==> src/rtl/bp_cacc_pkg.sv <==
// Shared types for the dot-product accelerator job sequencer: memory message format,
// accelerator CSR map, sequencer state and completion codes.
package bp_cacc_pkg;

  typedef enum logic [1:0] {
    e_bp_inv_cfg     = 2'd0,
    e_bp_default_cfg = 2'd1
  } bp_params_e;

  localparam int unsigned paddr_width_p       = 40;
  localparam int unsigned dword_width_p       = 64;
  localparam int unsigned mem_payload_width_p = 16;

  typedef enum logic [3:0] {
    e_cce_mem_rd    = 4'd0,
    e_cce_mem_wr    = 4'd1,
    e_cce_mem_uc_rd = 4'd2,
    e_cce_mem_uc_wr = 4'd3
  } bp_cce_mem_msg_type_e;

  typedef enum logic [2:0] {
    e_mem_size_1  = 3'd0,
    e_mem_size_2  = 3'd1,
    e_mem_size_4  = 3'd2,
    e_mem_size_8  = 3'd3,
    e_mem_size_16 = 3'd4,
    e_mem_size_32 = 3'd5,
    e_mem_size_64 = 3'd6
  } bp_mem_msg_size_e;

  typedef struct packed {
    bp_cce_mem_msg_type_e             msg_type;
    bp_mem_msg_size_e                 size;
    logic [paddr_width_p-1:0]         addr;
    logic [mem_payload_width_p-1:0]   payload;
    logic [dword_width_p-1:0]         data;
  } bp_cce_mem_msg_s;

  localparam int unsigned cce_mem_msg_width_lp = $bits(bp_cce_mem_msg_s);

  // Accelerator CSR offsets
  localparam logic [11:0] CaccAPtrOff   = 12'h000;
  localparam logic [11:0] CaccBPtrOff   = 12'h040;
  localparam logic [11:0] CaccLenOff    = 12'h080;
  localparam logic [11:0] CaccStartOff  = 12'h0C0;
  localparam logic [11:0] CaccStatusOff = 12'h100;
  localparam logic [11:0] CaccResPtrOff = 12'h140;
  localparam logic [11:0] CaccResLenOff = 12'h180;

  typedef enum logic [2:0] {
    StIdle     = 3'd0,
    StSend     = 3'd1,
    StWaitResp = 3'd2,
    StGap      = 3'd3,
    StReport   = 3'd4
  } cacc_state_e;

  typedef enum logic [1:0] {
    DoneOk      = 2'd0,
    DoneBadLen  = 2'd1,
    DoneTimeout = 2'd2
  } cacc_done_e;

  typedef enum logic [2:0] {
    SelAPtr   = 3'd0,
    SelBPtr   = 3'd1,
    SelLen    = 3'd2,
    SelResPtr = 3'd3,
    SelOne    = 3'd4
  } cacc_data_sel_e;

  function automatic int unsigned bp_cfg_paddr_width(bp_params_e cfg);
    case (cfg)
      e_bp_default_cfg: return paddr_width_p;
      default:          return paddr_width_p;
    endcase
  endfunction

endpackage

==> src/rtl/bp_cacc_seq_step_rom.sv <==
// Write-sequence table: step index to CSR offset and data source. Retarget the
// accelerator's programming order by editing this table only.
module bp_cacc_seq_step_rom
  import bp_cacc_pkg::*;
(
  input  logic [2:0]     step_i,
  output logic [11:0]    offset_o,
  output cacc_data_sel_e data_sel_o,
  output logic           last_o
);

  always_comb begin
    offset_o   = CaccAPtrOff;
    data_sel_o = SelAPtr;
    last_o     = 1'b0;
    case (step_i)
      3'd0: begin offset_o = CaccAPtrOff;   data_sel_o = SelAPtr;   end
      3'd1: begin offset_o = CaccBPtrOff;   data_sel_o = SelBPtr;   end
      3'd2: begin offset_o = CaccLenOff;    data_sel_o = SelLen;    end
      3'd3: begin offset_o = CaccResPtrOff; data_sel_o = SelResPtr; end
      3'd4: begin offset_o = CaccResLenOff; data_sel_o = SelOne;    end
      3'd5: begin offset_o = CaccStartOff;  data_sel_o = SelOne; last_o = 1'b1; end
      default: begin offset_o = CaccAPtrOff; data_sel_o = SelAPtr; end
    endcase
  end

endmodule

==> src/rtl/bp_cacc_vdp_seq.sv <==
// Job sequencer for the vector dot-product accelerator: programs the CSRs, polls status,
// returns a completion token. Define BP_CACC_SEQ_TIMEOUT_EN to bound polling by max_polls_p.
module bp_cacc_vdp_seq
  import bp_cacc_pkg::*;
#(
  parameter bp_params_e               bp_params_p      = e_bp_inv_cfg,
  parameter logic [paddr_width_p-1:0] cacc_base_addr_p = 40'h0,
  parameter int unsigned              poll_gap_p       = 16,
  parameter int unsigned              max_polls_p      = 1024
) (
  input  logic                            clk_i,
  input  logic                            reset_n_i,
  input  logic                            job_v_i,
  output logic                            job_ready_o,
  input  logic [63:0]                     job_a_ptr_i,
  input  logic [63:0]                     job_b_ptr_i,
  input  logic [3:0]                      job_len_i,
  input  logic [63:0]                     job_res_ptr_i,
  output logic [cce_mem_msg_width_lp-1:0] io_cmd_o,
  output logic                            io_cmd_v_o,
  input  logic                            io_cmd_ready_i,
  input  logic [cce_mem_msg_width_lp-1:0] io_resp_i,
  input  logic                            io_resp_v_i,
  output logic                            io_resp_yumi_o,
  output logic                            done_v_o,
  output logic [1:0]                      done_err_o,
  input  logic                            done_ready_i
);

  localparam int unsigned PaddrW = bp_cfg_paddr_width(bp_params_p);
  localparam int unsigned GapW   = $clog2(poll_gap_p + 1);

  cacc_state_e     r_state, w_state_nxt;
  logic [2:0]      r_step, w_step_nxt;
  logic            r_poll, w_poll_nxt;
  logic            r_busy_seen, w_busy_seen_nxt;
  logic            r_nz_prev, w_nz_prev_nxt;
  logic [GapW-1:0] r_gap_cnt, w_gap_cnt_nxt;
  cacc_done_e      r_err, w_err_nxt;
  logic [63:0]     r_a_ptr, r_b_ptr, r_res_ptr;
  logic [3:0]      r_len;

  logic            w_job_acc, w_cmd_fire, w_bad_len, w_status_nz, w_poll_timeout;
  logic [11:0]     w_rom_offset;
  cacc_data_sel_e  w_rom_sel;
  logic            w_rom_last;
  bp_cce_mem_msg_s w_cmd, w_resp;
  logic            w_unused_resp;

  assign w_job_acc   = job_v_i & (r_state == StIdle);
  assign w_cmd_fire  = io_cmd_v_o & io_cmd_ready_i;
  assign w_bad_len   = (job_len_i == 4'd0) || (job_len_i > 4'd8);
  assign w_resp      = io_resp_i;
  assign w_status_nz = |w_resp.data;
  assign w_unused_resp = ^{w_resp.msg_type, w_resp.size, w_resp.addr, w_resp.payload};

`ifdef BP_CACC_SEQ_TIMEOUT_EN
  localparam int unsigned PollW = $clog2(max_polls_p + 1);
  logic [PollW-1:0] r_poll_cnt;

  always_ff @(posedge clk_i or negedge reset_n_i) begin
    if (!reset_n_i) begin
      r_poll_cnt <= '0;
    end else if ((r_state == StReport) && done_ready_i) begin
      r_poll_cnt <= '0;
    end else if (w_cmd_fire && r_poll) begin
      r_poll_cnt <= r_poll_cnt + PollW'(1);
    end
  end

  assign w_poll_timeout = (r_poll_cnt == PollW'(max_polls_p));
`else
  localparam int unsigned unused_max_polls = max_polls_p;
  assign w_poll_timeout = 1'b0;
`endif

  bp_cacc_seq_step_rom u_step_rom (
    .step_i     (r_step),
    .offset_o   (w_rom_offset),
    .data_sel_o (w_rom_sel),
    .last_o     (w_rom_last)
  );

  // Built purely from registers, so the command holds while the accelerator stalls.
  always_comb begin
    w_cmd         = '0;
    w_cmd.size    = e_mem_size_8;
    w_cmd.payload = '0;
    if (r_poll) begin
      w_cmd.msg_type = e_cce_mem_uc_rd;
      w_cmd.addr     = cacc_base_addr_p | PaddrW'(CaccStatusOff);
    end else begin
      w_cmd.msg_type = e_cce_mem_uc_wr;
      w_cmd.addr     = cacc_base_addr_p | PaddrW'(w_rom_offset);
      unique case (w_rom_sel)
        SelAPtr:   w_cmd.data = r_a_ptr;
        SelBPtr:   w_cmd.data = r_b_ptr;
        SelLen:    w_cmd.data = {60'd0, r_len};
        SelResPtr: w_cmd.data = r_res_ptr;
        SelOne:    w_cmd.data = 64'd1;
        default:   w_cmd.data = '0;
      endcase
    end
  end

  always_comb begin
    w_state_nxt     = r_state;
    w_step_nxt      = r_step;
    w_poll_nxt      = r_poll;
    w_busy_seen_nxt = r_busy_seen;
    w_nz_prev_nxt   = r_nz_prev;
    w_gap_cnt_nxt   = r_gap_cnt;
    w_err_nxt       = r_err;
    unique case (r_state)
      StIdle: begin
        if (job_v_i) begin
          w_step_nxt = '0;
          w_poll_nxt = 1'b0;
          if (w_bad_len) begin
            w_state_nxt = StReport;
            w_err_nxt   = DoneBadLen;
          end else begin
            w_state_nxt = StSend;
            w_err_nxt   = DoneOk;
          end
        end
      end
      StSend: begin
        if (io_cmd_ready_i) w_state_nxt = StWaitResp;
      end
      StWaitResp: begin
        if (io_resp_v_i) begin
          if (!r_poll) begin
            if (w_rom_last) begin
              w_state_nxt   = StGap;
              w_gap_cnt_nxt = GapW'(poll_gap_p);
            end else begin
              w_step_nxt  = r_step + 3'd1;
              w_state_nxt = StSend;
            end
          end else if (w_status_nz && (r_busy_seen || r_nz_prev)) begin
            // Nonzero after busy, or two nonzero in a row when the job beat the first poll.
            w_state_nxt = StReport;
            w_err_nxt   = DoneOk;
          end else if (w_poll_timeout) begin
            w_state_nxt = StReport;
            w_err_nxt   = DoneTimeout;
          end else begin
            w_busy_seen_nxt = r_busy_seen | ~w_status_nz;
            w_nz_prev_nxt   = w_status_nz;
            w_state_nxt     = StGap;
            w_gap_cnt_nxt   = GapW'(poll_gap_p);
          end
        end
      end
      StGap: begin
        if (r_gap_cnt <= GapW'(1)) begin
          w_gap_cnt_nxt = '0;
          w_poll_nxt    = 1'b1;
          w_state_nxt   = StSend;
        end else begin
          w_gap_cnt_nxt = r_gap_cnt - GapW'(1);
        end
      end
      StReport: begin
        if (done_ready_i) begin
          w_state_nxt     = StIdle;
          w_busy_seen_nxt = 1'b0;
          w_nz_prev_nxt   = 1'b0;
          w_poll_nxt      = 1'b0;
          w_step_nxt      = '0;
        end
      end
      default: w_state_nxt = StIdle;
    endcase
  end

  always_ff @(posedge clk_i or negedge reset_n_i) begin
    if (!reset_n_i) begin
      r_state     <= StIdle;
      r_step      <= '0;
      r_poll      <= 1'b0;
      r_busy_seen <= 1'b0;
      r_nz_prev   <= 1'b0;
      r_gap_cnt   <= '0;
      r_err       <= DoneOk;
    end else begin
      r_state     <= w_state_nxt;
      r_step      <= w_step_nxt;
      r_poll      <= w_poll_nxt;
      r_busy_seen <= w_busy_seen_nxt;
      r_nz_prev   <= w_nz_prev_nxt;
      r_gap_cnt   <= w_gap_cnt_nxt;
      r_err       <= w_err_nxt;
    end
  end

  always_ff @(posedge clk_i or negedge reset_n_i) begin
    if (!reset_n_i) begin
      r_a_ptr   <= '0;
      r_b_ptr   <= '0;
      r_res_ptr <= '0;
      r_len     <= '0;
    end else if (w_job_acc) begin
      r_a_ptr   <= job_a_ptr_i;
      r_b_ptr   <= job_b_ptr_i;
      r_res_ptr <= job_res_ptr_i;
      r_len     <= job_len_i;
    end
  end

  assign job_ready_o    = (r_state == StIdle);
  assign io_cmd_o       = w_cmd;
  assign io_cmd_v_o     = (r_state == StSend);
  assign io_resp_yumi_o = io_resp_v_i & (r_state == StWaitResp);
  assign done_v_o       = (r_state == StReport);
  assign done_err_o     = r_err;

  a_resp_only_in_wait: assert property (@(posedge clk_i) disable iff (!reset_n_i)
    io_resp_v_i |-> (r_state == StWaitResp));

endmodule

==> config.mk <==
export PLATFORM = sky130hd
export DESIGN_NAME = bp_cacc_vdp_seq
export DESIGN_NICKNAME = d
export VERILOG_FILES = /design/src/rtl/bp_cacc_pkg.sv /design/src/rtl/bp_cacc_seq_step_rom.sv /design/src/rtl/bp_cacc_vdp_seq.sv
export SDC_FILE = /design/constraint.sdc
export NUM_CORES = 1
export LEC_CHECK = 0
export ABC_AREA = 0
export BUFFER_PORTS_ARGS = -buffer_cell sky130_fd_sc_hd__buf_2
export CORE_AREA = 2 2 177 179
export CTS_BUF_LIST = sky130_fd_sc_hd__clkbuf_4
export DETAILED_ROUTE_END_ITERATION = 8
export DIE_AREA = 0 0 179 181
export SETUP_SLACK_MARGIN = 0.1
export SYNTH_ARGS = -nofsm -noshare
export SYNTH_HDL_FRONTEND = slang
export SYNTH_HIERARCHICAL = 1
export SYNTH_SLANG_ARGS = --single-unit
==> constraint.sdc <==
create_clock -name clk_i -period 2.55 [get_ports clk_i]
set_input_delay 0 -clock clk_i [delete_from_list [all_inputs] [get_ports clk_i]]
set_output_delay 0 -clock clk_i [all_outputs]
set_load 0.02 [all_outputs]
==> results_dict.tcl, run 1 <==
set metrics [dict create \
    outcome "complete, no violations" \
    finalHoldViolations 0 \
    avgSynthCellArea_um2 8.459 \
    irDropWorstVdd_mv 0.7481 \
    row_count 64 \
    p_int_uw 10300 \
    synth_area_leaders "sky130_fd_sc_hd__dfrtp_1 (49%), sky130_fd_sc_hd__nand2_1 (21%), sky130_fd_sc_hd__mux2_2 (6.4%)" \
    core-area_mm2 0.03035 \
    fin_worst_skew_ns 0.08518 \
    route.detailed.vias_per_inst 4.736 \
    count_of_input_and_output_buffers 338 \
    floorplan_die_width_um 179 \
    power-per-cell-area_mw_per_mm2 1036 \
    detail-route-antenna-nets 0 \
    place.detailed.hpwl_mm 20.47 \
    vias 11570 \
    timing.hold.ws_ns 0.06845 \
    finalSetupViolCount 0 \
    seq_area_mm2 0.005288 \
    depth_of_the_most_critical_reg_to_reg_path 7 \
    pwr-share-comb_pct 49.9 \
    ys_seq_area_share_pct 49.26 \
    layout_worst_path_cycle_share_pct 97.02 \
    synthFlopType "sky130_fd_sc_hd__dfrtp_1" \
    timing.critical_path.from_type "register" \
    final_layout_size_suffix_gt1_share_pct 28.07 \
    setup.worst_path.end "io_cmd_o[21]" \
    final_max_slew_viol_count 0 \
    gate_count_post_synth 1267 \
    multiInputGateArea_mm2 0.004776 \
    cts-buffers-inserted 59 \
    fillCellCount 2603 \
    track_usage_pct 23.37 \
    clock_insertion_delay_worst_skew_ns 0.73 \
    synthToLayoutAreaGrowth_pct 62.08 \
    yosys.area.top_type "sky130_fd_sc_hd__dfrtp_1" \
    design_power_total_uw 18000 \
    design.final.nets 2325 \
    p_clk_share_pct 17.4 \
    regToRegSetupSlack_ns 0.20 \
    timing.hold.worst.class "input port to register" \
    holdPathStages 4 \
    grt_antenna_before_repair 8 \
    dieArea_mm2 0.03240 \
    synth.lib_cells_used.distinct 51 \
    synth.cell_area_mm2 0.01072 \
    swShare_pct 42.78 \
    destination_of_the_worst_register_to_register_timing_path "r_b_ptr[48]$_DFFE_PN0P_" \
    cts.htree.levels 2 \
    max_clock_freq_mhz 404.2 \
    cts.reportedPaths.clkPinSlew_ns 0.08 \
    worstPathMaxFanout 17 \
    seqPwrFrac_pct 32.7 \
    drt_first_pass_iters 5 \
    number_of_enable_flip_flop_cells_after_synthesis 0 \
    first_iter_violations 668 \
    power.net_switching_uw 7701 \
    timing_worst_slew_pin_value_ns 0.8578 \
    cap_viol_max_count 0 \
    fin_cells 2443 \
    worstPathArrival_ns 2.47 \
    cts_buffer_depth 3 \
    drt-wirelength-per-cell_um 16.06 \
    num_io_pins 462 \
    synth-warning-count 6 \
    critPathRequiredTime_ns 2.55 \
    post-route-worst-setup-slack_ns 0.07601 \
    endpoint_kind "output port" \
    finalWeightedCongestion 0.7829 \
    place_ws_ns 0.4724 \
    reg2reg_from "r_state[1]$_DFFE_PN0P_" \
    count_of_unresolved_drc_violations_after_routing 0 \
    wire_length_of_the_first_global_routing_pass_mm 60.98 \
    timing.setup.critical_path_class "register to output port" \
    ys_seq_elements 211 \
    synth_top_area_share_pct 49.26 \
    setup_tns_ns 0 \
    via_count_of_the_first_global_routing_pass 12280 \
    placed_cells_incl_taps 1943 \
    asyncSetResetFlopFracSynth_pct 100.0 \
    root_buffer "sky130_fd_sc_hd__clkbuf_4" \
    maximum_number_of_pins_on_one_net_before_global_route_repair 87 \
    setup_repair_after_global_routing_missed_its_margin "true" \
    initial_utilization_pct 35.31 \
    globalRoute.totalOverflow 0 \
    clkSinkCount 211 \
    floorplan.die.height_um 181 \
    totalWireLength_mm 39.23 \
    power.static_leakage_uw 0.009050 \
    timing.final.crit_period_ns 2.474 \
    slew_headroom_pct 42.82 \
    critPathLaunch "r_step[2]$_DFFE_PN0P_" \
    tritoncts "yes" \
]
## worst max-delay path, stage by stage, from the launching register on
cell	delay, ns
sky130_fd_sc_hd__dfrtp_2	0.42
sky130_fd_sc_hd__buf_4	0.15
sky130_fd_sc_hd__nor2b_4	0.14
sky130_fd_sc_hd__buf_4	0.15
sky130_fd_sc_hd__nor2_4	0.06
sky130_fd_sc_hd__buf_12	0.12
sky130_fd_sc_hd__clkbuf_16	0.18
sky130_fd_sc_hd__a22oi_1	0.31
sky130_fd_sc_hd__nor2_1	0.08
sky130_fd_sc_hd__buf_2	0.18
## flip-flops by register name (all words and copies together) (netlist names)
name	count
r_poll	1
r_a_ptr	64
r_b_ptr	64
r_gap_cnt	5
done_err_o	1
r_state	3
r_busy_seen	1
r_nz_prev	1
r_res_ptr	64
r_len	4
r_step	3
## final cells by class
type / instances / area share (%)
repair buffers: 742 / 34.41
clock inverters: 17 / 0.4322
well taps: 396 / 2.852
repair inverters: 1 / 0.05042
inverters: 13 / 0.3529
flip-flops and latches: 211 / 30.44
diodes: 9 / 0.1296
clock buffers: 89 / 3.846
multi-input cells: 965 / 27.49
## metrics by stage
step | cell area [um^2] | util, %
2_1_floorplan | 10930 | -
3_5_place_dp | 12500 | 41.19
6_report | 17370 | 57.24
4_1_cts | 17110 | 56.37
5_1_grt | 17370 | 57.22
3_3_place_gp | 12500 | 41.19
## Yosys cell counts (3+ instances only)
master	count
sky130_fd_sc_hd__a21oi_1	11
sky130_fd_sc_hd__a22oi_1	60
sky130_fd_sc_hd__buf_1	6
sky130_fd_sc_hd__buf_2	25
sky130_fd_sc_hd__buf_4	61
sky130_fd_sc_hd__buf_6	15
sky130_fd_sc_hd__clkbuf_1	27
sky130_fd_sc_hd__conb_1	3
sky130_fd_sc_hd__dfrtp_1	211
sky130_fd_sc_hd__ha_1	3
sky130_fd_sc_hd__inv_1	11
sky130_fd_sc_hd__mux2_2	61
sky130_fd_sc_hd__mux2i_1	3
sky130_fd_sc_hd__mux4_2	3
sky130_fd_sc_hd__nand2_1	597
sky130_fd_sc_hd__nand2b_1	4
sky130_fd_sc_hd__nand4_1	4
sky130_fd_sc_hd__nor2_1	72
sky130_fd_sc_hd__nor2b_1	18
sky130_fd_sc_hd__nor3_1	5
sky130_fd_sc_hd__nor4_1	17
sky130_fd_sc_hd__o21ai_0	8
sky130_fd_sc_hd__o22ai_1	3
sky130_fd_sc_hd__or2_2	4
## power by group through the flow
stage          sequential (uW)  clock, uW  combinational [uW]
2_1_floorplan             5580          0                5640
3_3_place_gp              5810          0                7480
3_5_place_dp              5860          0                7570
4_1_cts                   5810       3200                8430
5_1_grt                   6070       3400                9910
6_report                  5890       3130                8990
## cells in the final DEF (no fill, tap or decap), types with 3 or more instances in the layout
cell	n
sky130_fd_sc_hd__a21oi_1	11
sky130_fd_sc_hd__a22oi_1	55
sky130_fd_sc_hd__a22oi_2	5
sky130_fd_sc_hd__buf_12	10
sky130_fd_sc_hd__buf_16	7
sky130_fd_sc_hd__buf_2	332
sky130_fd_sc_hd__buf_4	27
sky130_fd_sc_hd__buf_6	3
sky130_fd_sc_hd__clkbuf_16	3
sky130_fd_sc_hd__clkbuf_4	89
sky130_fd_sc_hd__clkinv_1	13
sky130_fd_sc_hd__conb_1	60
sky130_fd_sc_hd__dfrtp_1	205
sky130_fd_sc_hd__dfrtp_2	6
sky130_fd_sc_hd__diode_2	9
sky130_fd_sc_hd__dlygate4sd3_1	358
sky130_fd_sc_hd__ha_1	3
sky130_fd_sc_hd__inv_1	10
sky130_fd_sc_hd__inv_2	3
sky130_fd_sc_hd__mux2_2	61
sky130_fd_sc_hd__mux2i_1	3
sky130_fd_sc_hd__mux4_2	3
sky130_fd_sc_hd__nand2_1	596
sky130_fd_sc_hd__nand2b_1	3
sky130_fd_sc_hd__nand4_1	4
sky130_fd_sc_hd__nor2_1	71
sky130_fd_sc_hd__nor2b_1	17
sky130_fd_sc_hd__nor3_1	5
sky130_fd_sc_hd__nor4_1	16
sky130_fd_sc_hd__o21ai_0	8
sky130_fd_sc_hd__o22ai_1	3
sky130_fd_sc_hd__or2_2	4
## metal layers
layer | vias up | GRT usage [%] | wire length [um]
met1 | 5493 | 28.15 | 15820
met4 | 0 | 10.57 | 1461
met5 | - | 0 | 0
met3 | 124 | 5.261 | 2651
met2 | 497 | 39.54 | 19300
li1 | 5455 | - | -
## worst min path at each step
stage                     slack [ns]                   endpoint               from
final                           0.07     r_b_ptr[8]$_DFFE_PN0P_     job_b_ptr_i[8]
after global routing            0.03     r_b_ptr[3]$_DFFE_PN0P_     job_b_ptr_i[3]
after CTS                     0.0003  r_res_ptr[50]$_DFFE_PN0P_  job_res_ptr_i[50]
after detailed placement        0.07  r_res_ptr[40]$_DFFE_PN0P_          reset_n_i
after global placement          0.07  r_res_ptr[40]$_DFFE_PN0P_          reset_n_i
after floorplan                -0.30  done_err_o[0]$_DFFE_PN0P_          reset_n_i
## what timing repair did
item	CTS	global route
resized for setup	21	20
hold buffers	361	0
cloned	5	3
setup buffers	6	12
endpoints found under the hold margin	421	0
pin swaps	0	1
endpoints found under the setup margin	64	54
## kinds of logic (layout without fill, tap and decap cells)
group / Yosys count / after routing / share of synthesized area [%]
buf+inv: 148 / 862 / 8.767
mux: 67 / 67 / 7.320
fa+ha+maj: 3 / 3 / 0.3503
simple gates: 734 / 734 / 27.50
compound gates: 100 / 100 / 6.608
xor+xnor: 1 / 1 / 0.08173
other cells: 3 / 69 / 0.1051
flops: 211 / 211 / 49.26
Power figures use the tool's default switching activity.
==> run 2, diff against run 1 <==
Settings changed: BUFFER_PORTS_ARGS -buffer_cell sky130_fd_sc_hd__buf_2 to -buffer_cell sky130_fd_sc_hd__buf_4.
==> run 2 against run 1 <==
Against the previous run:
- the flow now stops in clock tree synthesis
- synthesized area did not move
- synthesized cell count did not move
==> results_dict.tcl, run 2 <==
set metrics [dict create \
    synth_top_cells_by_count "sky130_fd_sc_hd__nand2_1 (597), sky130_fd_sc_hd__dfrtp_1 (211), sky130_fd_sc_hd__nor2_1 (72), sky130_fd_sc_hd__buf_4 (61), sky130_fd_sc_hd__mux2_2 (61)" \
    num_io_pins 462 \
    cts.htree.levels 2 \
    synth_area_leaders "sky130_fd_sc_hd__dfrtp_1 (49%), sky130_fd_sc_hd__nand2_1 (21%), sky130_fd_sc_hd__mux2_2 (6.4%)" \
    cts-buffers-inserted 59 \
    avgSynthCellArea_um2 8.459 \
    synth-warning-count 6 \
    post_cts.repair.setup_buffers 13 \
    outcome "stopped before the end" \
    clkSinkCount 211 \
    count_of_input_and_output_buffers 338 \
    synthFlopType "sky130_fd_sc_hd__dfrtp_1" \
    gate_count_post_synth 1267 \
    stop_stage "clock tree synthesis" \
    first-error "[ERROR RSZ-0060] Max buffer count reached." \
    cts_hold_buf 413 \
    place_ws_ns 0.5588 \
    cts_resized 17 \
    yosys.area.top_type "sky130_fd_sc_hd__dfrtp_1" \
    asyncSetResetFlopFracSynth_pct 100.0 \
    ys_seq_elements 211 \
    floorplan.die.height_um 181 \
    synth_top_area_share_pct 49.26 \
    synth.lib_cells_used.distinct 51 \
    synth.cell_area_mm2 0.01072 \
    cts_buffer_depth 3 \
    ys_seq_area_share_pct 49.26 \
    finalWeightedCongestion 0.8092 \
    number_of_enable_flip_flop_cells_after_synthesis 0 \
    row_count 64 \
    placement.cell_area_mm2 0.01339 \
    place.detailed.hpwl_mm 21.39 \
    initial_utilization_pct 35.31 \
    synthMostInstantiatedCell "sky130_fd_sc_hd__nand2_1" \
    floorplan_die_width_um 179 \
    root_buffer "sky130_fd_sc_hd__clkbuf_4" \
]
[run 2: cells by family after synthesis]
logic type	Yosys count	synth area share (%)
AO/OA/AOI/OAI	100	6.608
flip-flops	211	49.26
buffers and inverters	148	8.767
AND/OR/NAND/NOR	734	27.50
multiplexers	67	7.320
XOR/XNOR	1	0.08173
adder cells (fa/ha/maj)	3	0.3503
other	3	0.1051
[run 2: stage by stage]
| step | util [%] | hold slack (ns) | instances |
|---|---|---|---|
| detailed placement | 44.10 | -0.01264 | 1945 |
| floorplan | - | -0.2956 | 1324 |
| global placement | 44.10 | -0.01501 | 1945 |
==> run 3, diff against run 2 <==
Settings changed: CORE_AREA 2 2 177 179 to not set, CORE_MARGIN set to 2, CORE_UTILIZATION set to 30, CTS_BUF_LIST sky130_fd_sc_hd__clkbuf_4 to not set, DIE_AREA 0 0 179 181 to not set, PLACE_DENSITY_LB_ADDON set to 0.15, SETUP_SLACK_MARGIN 0.1 to not set.
==> run 3 against run 2 <==
Against the previous run:
- the run now ends clean
==> results_dict.tcl, run 3 (synthesized netlist as in run 1, its figures left out) <==
set metrics [dict create \
    power-per-cell-area_mw_per_mm2 1084 \
    post-route-worst-setup-slack_ns 0.1296 \
    final_common_cell "sky130_fd_sc_hd__nand2_1" \
    power.net_switching_uw 7126 \
    clkSinkCount 211 \
    layout.cells.most_common_list "sky130_fd_sc_hd__nand2_1 (596), sky130_fd_sc_hd__buf_4 (355), sky130_fd_sc_hd__dlygate4sd3_1 (211), sky130_fd_sc_hd__dfrtp_1 (210), sky130_fd_sc_hd__nor2_1 (71)" \
    timing.critical_path.from_type "register" \
    cap_viol_max_count 0 \
    initial_utilization_pct 30.28 \
    depth_of_the_most_critical_reg_to_reg_path 5 \
    final_max_slew_viol_count 0 \
    cts-buffers-inserted 25 \
    power.static_leakage_uw 0.008517 \
    drt-wirelength-per-cell_um 14.93 \
    synthToLayoutAreaGrowth_pct 53.74 \
    reg2reg_from "r_state[1]$_DFFE_PN0P_" \
    floorplan_die_width_um 193.0 \
    p_clk_share_pct 19.5 \
    core-area_mm2 0.03540 \
    slew_headroom_pct 58.17 \
    layout_worst_path_cycle_share_pct 94.92 \
    crit_family "buffers and inverters" \
    timing.hold.ws_ns 0.03288 \
    track_usage_pct 17.89 \
    worstPathMaxFanout 16 \
    critical_path.n_buffers_inverters 3 \
    worstPathArrival_ns 2.42 \
    grt_antenna_before_repair 0 \
    destination_of_the_worst_register_to_register_timing_path "r_state[2]$_DFFE_PN0P_" \
    drt_first_pass_iters 4 \
    setup_tns_ns 0 \
    largest_registers "r_a_ptr x64, r_b_ptr x64, r_res_ptr x64" \
    pwr-share-comb_pct 48.1 \
    setup_repair_after_global_routing_missed_its_margin "false" \
    row_count 69 \
    timing_worst_slew_pin_value_ns 0.6274 \
    count_of_unresolved_drc_violations_after_routing 0 \
    first_iter_violations 482 \
    final_layout_size_suffix_gt1_share_pct 26.88 \
    max_clock_freq_mhz 413.2 \
    seqPwrFrac_pct 32.4 \
    finalSetupViolCount 0 \
    floorplan.die.height_um 193.0 \
    slowest_stage "sky130_fd_sc_hd__dfrtp_2" \
    cts.htree.levels 1 \
    cts_buffer_depth 3 \
    place.detailed.hpwl_mm 21.88 \
    globalRoute.totalOverflow 0 \
    final_area_mm2 0.01648 \
    dieArea_mm2 0.03725 \
    critPathRequiredTime_ns 2.55 \
    outcome "complete, no violations" \
    finalHoldViolations 0 \
    fillCellCount 3475 \
    maximum_number_of_pins_on_one_net_before_global_route_repair 94 \
    num_io_pins 462 \
    swShare_pct 39.91 \
    endpoint_kind "output port" \
    clock_insertion_delay_worst_skew_ns 0.53 \
    fin_worst_skew_ns 0.01327 \
    antenna-diode-count 0 \
    crit_chain "nand2b_2 > clkinv_4 > bufbuf_16 > mux2_2 > a22oi_1 > nor2_1 > buf_4" \
    via_count_of_the_first_global_routing_pass 10410 \
    route.detailed.vias_per_inst 4.442 \
    critical-path-max-stage-delay_ns 0.44 \
    wire_length_of_the_first_global_routing_pass_mm 53.45 \
    timing.hold.worst.class "input port to async pin" \
    root_buffer "sky130_fd_sc_hd__clkbuf_16" \
    vias 10100 \
    placement.cell_area_mm2 0.01347 \
    finalWeightedCongestion 0.7582 \
    timing.setup.critical_path_class "register to output port" \
    p_int_uw 10730 \
    irDropWorstVdd_mv 0.6125 \
    design.final.nets 2127 \
    totalWireLength_mm 33.95 \
    detail-route-antenna-nets 0 \
    timing.final.crit_period_ns 2.420 \
    tritoncts "yes" \
    cts.reportedPaths.clkPinSlew_ns 0.06 \
    regToRegSetupSlack_ns 0.36 \
    place_ws_ns 0.3528 \
    count_of_input_and_output_buffers 338 \
]
-- run 3: metal layers --
| layer | GRT usage [%] | vias to the layer above | share of wire [%] |
|---|---|---|---|
| met5 | 0 | - | 0 |
| met4 | 4.341 | 0 | 2.3 |
| met3 | 2.805 | 48 | 4.9 |
| met2 | 30.73 | 252 | 48 |
| met1 | 23.66 | 4783 | 45 |
| li1 | - | 5013 | - |
-- run 3: metrics by stage --
stage	utilization (%)	total power, uW	instances
final	46.55	17850	2273
after global routing	46.55	19310	2273
after CTS	46.54	18090	2273
after detailed placement	38.06	14090	2011
after global placement	38.06	14000	2011
after floorplan	-	11210	1324
-- run 3: timing repair --
| item | CTS | global route |
|---|---|---|
| gates cloned | 1 | 0 |
| endpoints found under the setup margin | 59 | 24 |
| pin swaps | 0 | 0 |
| gates resized for setup | 2 | 2 |
| setup buffers | 6 | 0 |
| hold buffers | 211 | 0 |
| endpoints found under the hold margin | 318 | 0 |
-- run 3: worst register-to-register path: stages, from the launching register on --
cell and delay (ns):
sky130_fd_sc_hd__dfrtp_1 0.51, sky130_fd_sc_hd__nor3b_2 0.51, sky130_fd_sc_hd__o21a_1 0.23, sky130_fd_sc_hd__nor2b_2 0.20, sky130_fd_sc_hd__a221o_1 0.15, sky130_fd_sc_hd__dlygate4sd3_1 0.53
-- run 3: power by group through the flow --
stage | sequential, uW | clock (uW) | combinational [uW]
2_1_floorplan | 5580 | 0 | 5640
3_3_place_gp | 5770 | 0 | 8230
3_5_place_dp | 5830 | 0 | 8260
4_1_cts | 5780 | 3620 | 8700
5_1_grt | 6000 | 3730 | 9580
6_report | 5780 | 3480 | 8590
-- run 3: worst max path at each step --
stage,from,to,depth (start not counted)
after floorplan,r_step[2]$_DFFE_PN0P_,io_cmd_o[38],7
after global placement,r_step[2]$_DFFE_PN0P_,io_cmd_o[14],7
after detailed placement,r_step[2]$_DFFE_PN0P_,io_cmd_o[13],7
after CTS,r_step[2]$_DFFE_PN0P_,io_cmd_o[12],7
after global routing,r_step[2]$_DFFE_PN0P_,io_cmd_o[27],7
final,r_step[2]$_DFFE_PN0P_,io_cmd_o[16],7
-- run 3: layout make-up --
type | count | area (um^2) | area share (%)
repair buffers | 579 | 5035 | 30.56
well taps | 461 | 576.8 | 3.501
clock inverters | 4 | 48.80 | 0.2961
multi-input cells | 965 | 4740 | 28.76
inverters | 13 | 53.80 | 0.3265
clock buffers | 40 | 742.0 | 4.503
flip-flops and latches | 211 | 5281 | 32.05
==> run 4, diff against run 3 <==
Settings changed: CORE_ASPECT_RATIO set to 1.5.
Clock period 2.55 ns to 2.5 ns, I/O delays scaled along.
==> run 4 against run 3 <==
Against the previous run:
- routed wire length increased by 4.6%
- clock skew rose by 0.0024 ns
- cell area up 1.2%
- clock power grew 4%
- combinational power rose by 6.2%
- power increased by 4.3%
- critical path depth did not move
- via count is 1.8% higher
- critical path type unchanged
- critical endpoint is now io_cmd_o[33]
- largest cell class unchanged
==> results_dict.tcl, run 4 (synthesized netlist as in run 1, its figures left out) <==
set metrics [dict create \
    outcome "complete, no violations" \
    max_clock_freq_mhz 422.6 \
    num_io_pins 462 \
    final_common_cell "sky130_fd_sc_hd__nand2_1" \
    grt_antenna_before_repair 5 \
    root_buffer "sky130_fd_sc_hd__clkbuf_16" \
    maximum_number_of_pins_on_one_net_before_global_route_repair 83 \
    vias 10280 \
    timing.setup.critical_path_class "register to output port" \
    final_layout_size_suffix_gt1_share_pct 27.25 \
    setup_tns_ns 0 \
    timing.critical_path.from_type "register" \
    route.detailed.vias_per_inst 4.458 \
    slowest_stage "sky130_fd_sc_hd__dfrtp_2" \
    wire_length_of_the_first_global_routing_pass_mm 55.82 \
    finalSetupViolCount 0 \
    floorplan.die.height_um 235.5 \
    timing_worst_slew_pin_value_ns 0.6367 \
    timing.final.crit_period_ns 2.366 \
    power-per-cell-area_mw_per_mm2 1117 \
    core-area_mm2 0.03510 \
    totalWireLength_mm 35.51 \
    slew_headroom_pct 57.55 \
    count_of_input_and_output_buffers 338 \
    critPathLaunch "r_step[2]$_DFFE_PN0P_" \
    clkSinkCount 211 \
    finalWeightedCongestion 0.7873 \
    regToRegSetupSlack_ns 0.18 \
    multiInputGateArea_mm2 0.004742 \
    worstPathMaxFanout 22 \
    cap_viol_max_count 0 \
    count_of_unresolved_drc_violations_after_routing 0 \
    fin_worst_skew_ns 0.01562 \
    row_count 84 \
    depth_of_the_most_critical_reg_to_reg_path 7 \
    clock_insertion_delay_worst_skew_ns 0.53 \
    final_max_slew_viol_count 0 \
    fillCellCount 3420 \
    setup_repair_after_global_routing_missed_its_margin "false" \
    seq_area_mm2 0.005281 \
    drt_first_pass_iters 4 \
    setup.worst_path.end "io_cmd_o[33]" \
    cts.reportedPaths.clkPinSlew_ns 0.06 \
    cts_buffer_depth 3 \
    irDropWorstVdd_mv 0.5168 \
    worstPathArrival_ns 2.37 \
    critPathRequiredTime_ns 2.50 \
    power.static_leakage_uw 0.008622 \
    cts.htree.levels 1 \
    critical-path-max-stage-delay_ns 0.44 \
    synthToLayoutAreaGrowth_pct 55.53 \
    endpoint_kind "output port" \
    globalRoute.totalOverflow 0 \
    design.final.nets 2145 \
    track_usage_pct 18.73 \
    layout.cells.most_common_list "sky130_fd_sc_hd__nand2_1 (596), sky130_fd_sc_hd__buf_4 (365), sky130_fd_sc_hd__dlygate4sd3_1 (222), sky130_fd_sc_hd__dfrtp_1 (210), sky130_fd_sc_hd__nor2_1 (70)" \
    first_iter_violations 581 \
    largest_registers "r_a_ptr x64, r_b_ptr x64, r_res_ptr x64" \
    finalHoldViolations 0 \
    destination_of_the_worst_register_to_register_timing_path "r_b_ptr[37]$_DFFE_PN0P_" \
    via_count_of_the_first_global_routing_pass 10870 \
    initial_utilization_pct 30.53 \
    final_area_mm2 0.01667 \
    cts-buffers-inserted 24 \
    placement.cell_area_mm2 0.01355 \
    drt-wirelength-per-cell_um 15.40 \
    dieArea_mm2 0.03729 \
    layout_worst_path_cycle_share_pct 94.64 \
    tritoncts "yes" \
    floorplan_die_width_um 158.3 \
    crit_chain "nand2b_2 > clkinv_4 > buf_12 > mux2_2 > a22oi_1 > nor2_1 > buf_4" \
    timing.hold.worst.class "input port to async pin" \
    detail-route-antenna-nets 0 \
    place.detailed.hpwl_mm 23.85 \
    reg2reg_from "r_state[2]$_DFFE_PN0P_" \
]
run 4: changes by cell type in the layout (fill, tap and decap cells not counted), moves of 2 or more:
cell / previous run / this run
sky130_fd_sc_hd__dlygate4sd3_1: 211 / 222
sky130_fd_sc_hd__buf_4: 355 / 365
sky130_fd_sc_hd__clkbuf_1: 9 / 6
sky130_fd_sc_hd__clkbuf_8: 7 / 9
sky130_fd_sc_hd__diode_2: 0 / 2
run 4: per-layer routing:
metal  share of wire (%)  track usage, %
met1                  41           22.37
met2                  51           33.54
met3                 4.9           2.725
met4                 3.5           7.043
met5               0.096               0
run 4: cell type report:
class / instances / share of cell area (%)
flip-flops and latches: 211 / 31.68
repair buffers: 598 / 31.10
multi-input cells: 965 / 28.45
clock buffers: 39 / 4.549
well taps: 473 / 3.550
clock inverters: 5 / 0.3228
inverters: 13 / 0.3228
diodes: 2 / 0.03002
run 4: metrics by stage:
step                hold slack, ns  util, %  power, uW  worst slack, ns  cells
global placement           0.07053    38.59      14430           0.3924   2029
global route               0.07166    47.49      20060          0.01857   2306
floorplan                  -0.2956        -      11440           0.6800   1324
CTS                        0.03166    47.33      18770          0.03529   2299
detailed placement         0.07901    38.59      14580           0.3348   2029
finish                     0.06298    47.49      18630           0.1340   2306
run 4: power breakdown:
part	switching, uW	internal (uW)
registers	852	5040
clock network	1450	2170
logic	5140	3980
total	7440	11200
run 4: how the worst min path moves through the flow:
| stage | start | endpoint | slack, ns | depth (start not counted) |
|---|---|---|---|---|
| 6_report | reset_n_i | r_b_ptr[25]$_DFFE_PN0P_ | 0.06 | 2 |
| 5_1_grt | io_resp_i[24] | r_state[1]$_DFFE_PN0P_ | 0.07 | 6 |
| 3_5_place_dp | reset_n_i | r_b_ptr[25]$_DFFE_PN0P_ | 0.08 | 1 |
| 4_1_cts | io_resp_i[51] | r_state[1]$_DFFE_PN0P_ | 0.03 | 6 |
| 3_3_place_gp | reset_n_i | r_b_ptr[25]$_DFFE_PN0P_ | 0.07 | 1 |
| 2_1_floorplan | reset_n_i | done_err_o[0]$_DFFE_PN0P_ | -0.30 | 0 |
run 4: repair_timing:
item / in CTS / in global routing
endpoints found under the setup margin: 60 / 23
setup buffers: 4 / 5
endpoints found under the hold margin: 271 / 0
gates resized for setup: 2 / 3
hold buffers: 222 / 0
pin swaps: 0 / 1
run 4: critical path: cells and delay by family (launching register included):
family / cells / cell delay, ns
AOI/OAI and AO/OA: 1 / 0.14
and+or+nand+nor: 2 / 0.34
buffers and inverters: 3 / 0.52
DFF: 1 / 0.44
muxes: 1 / 0.36
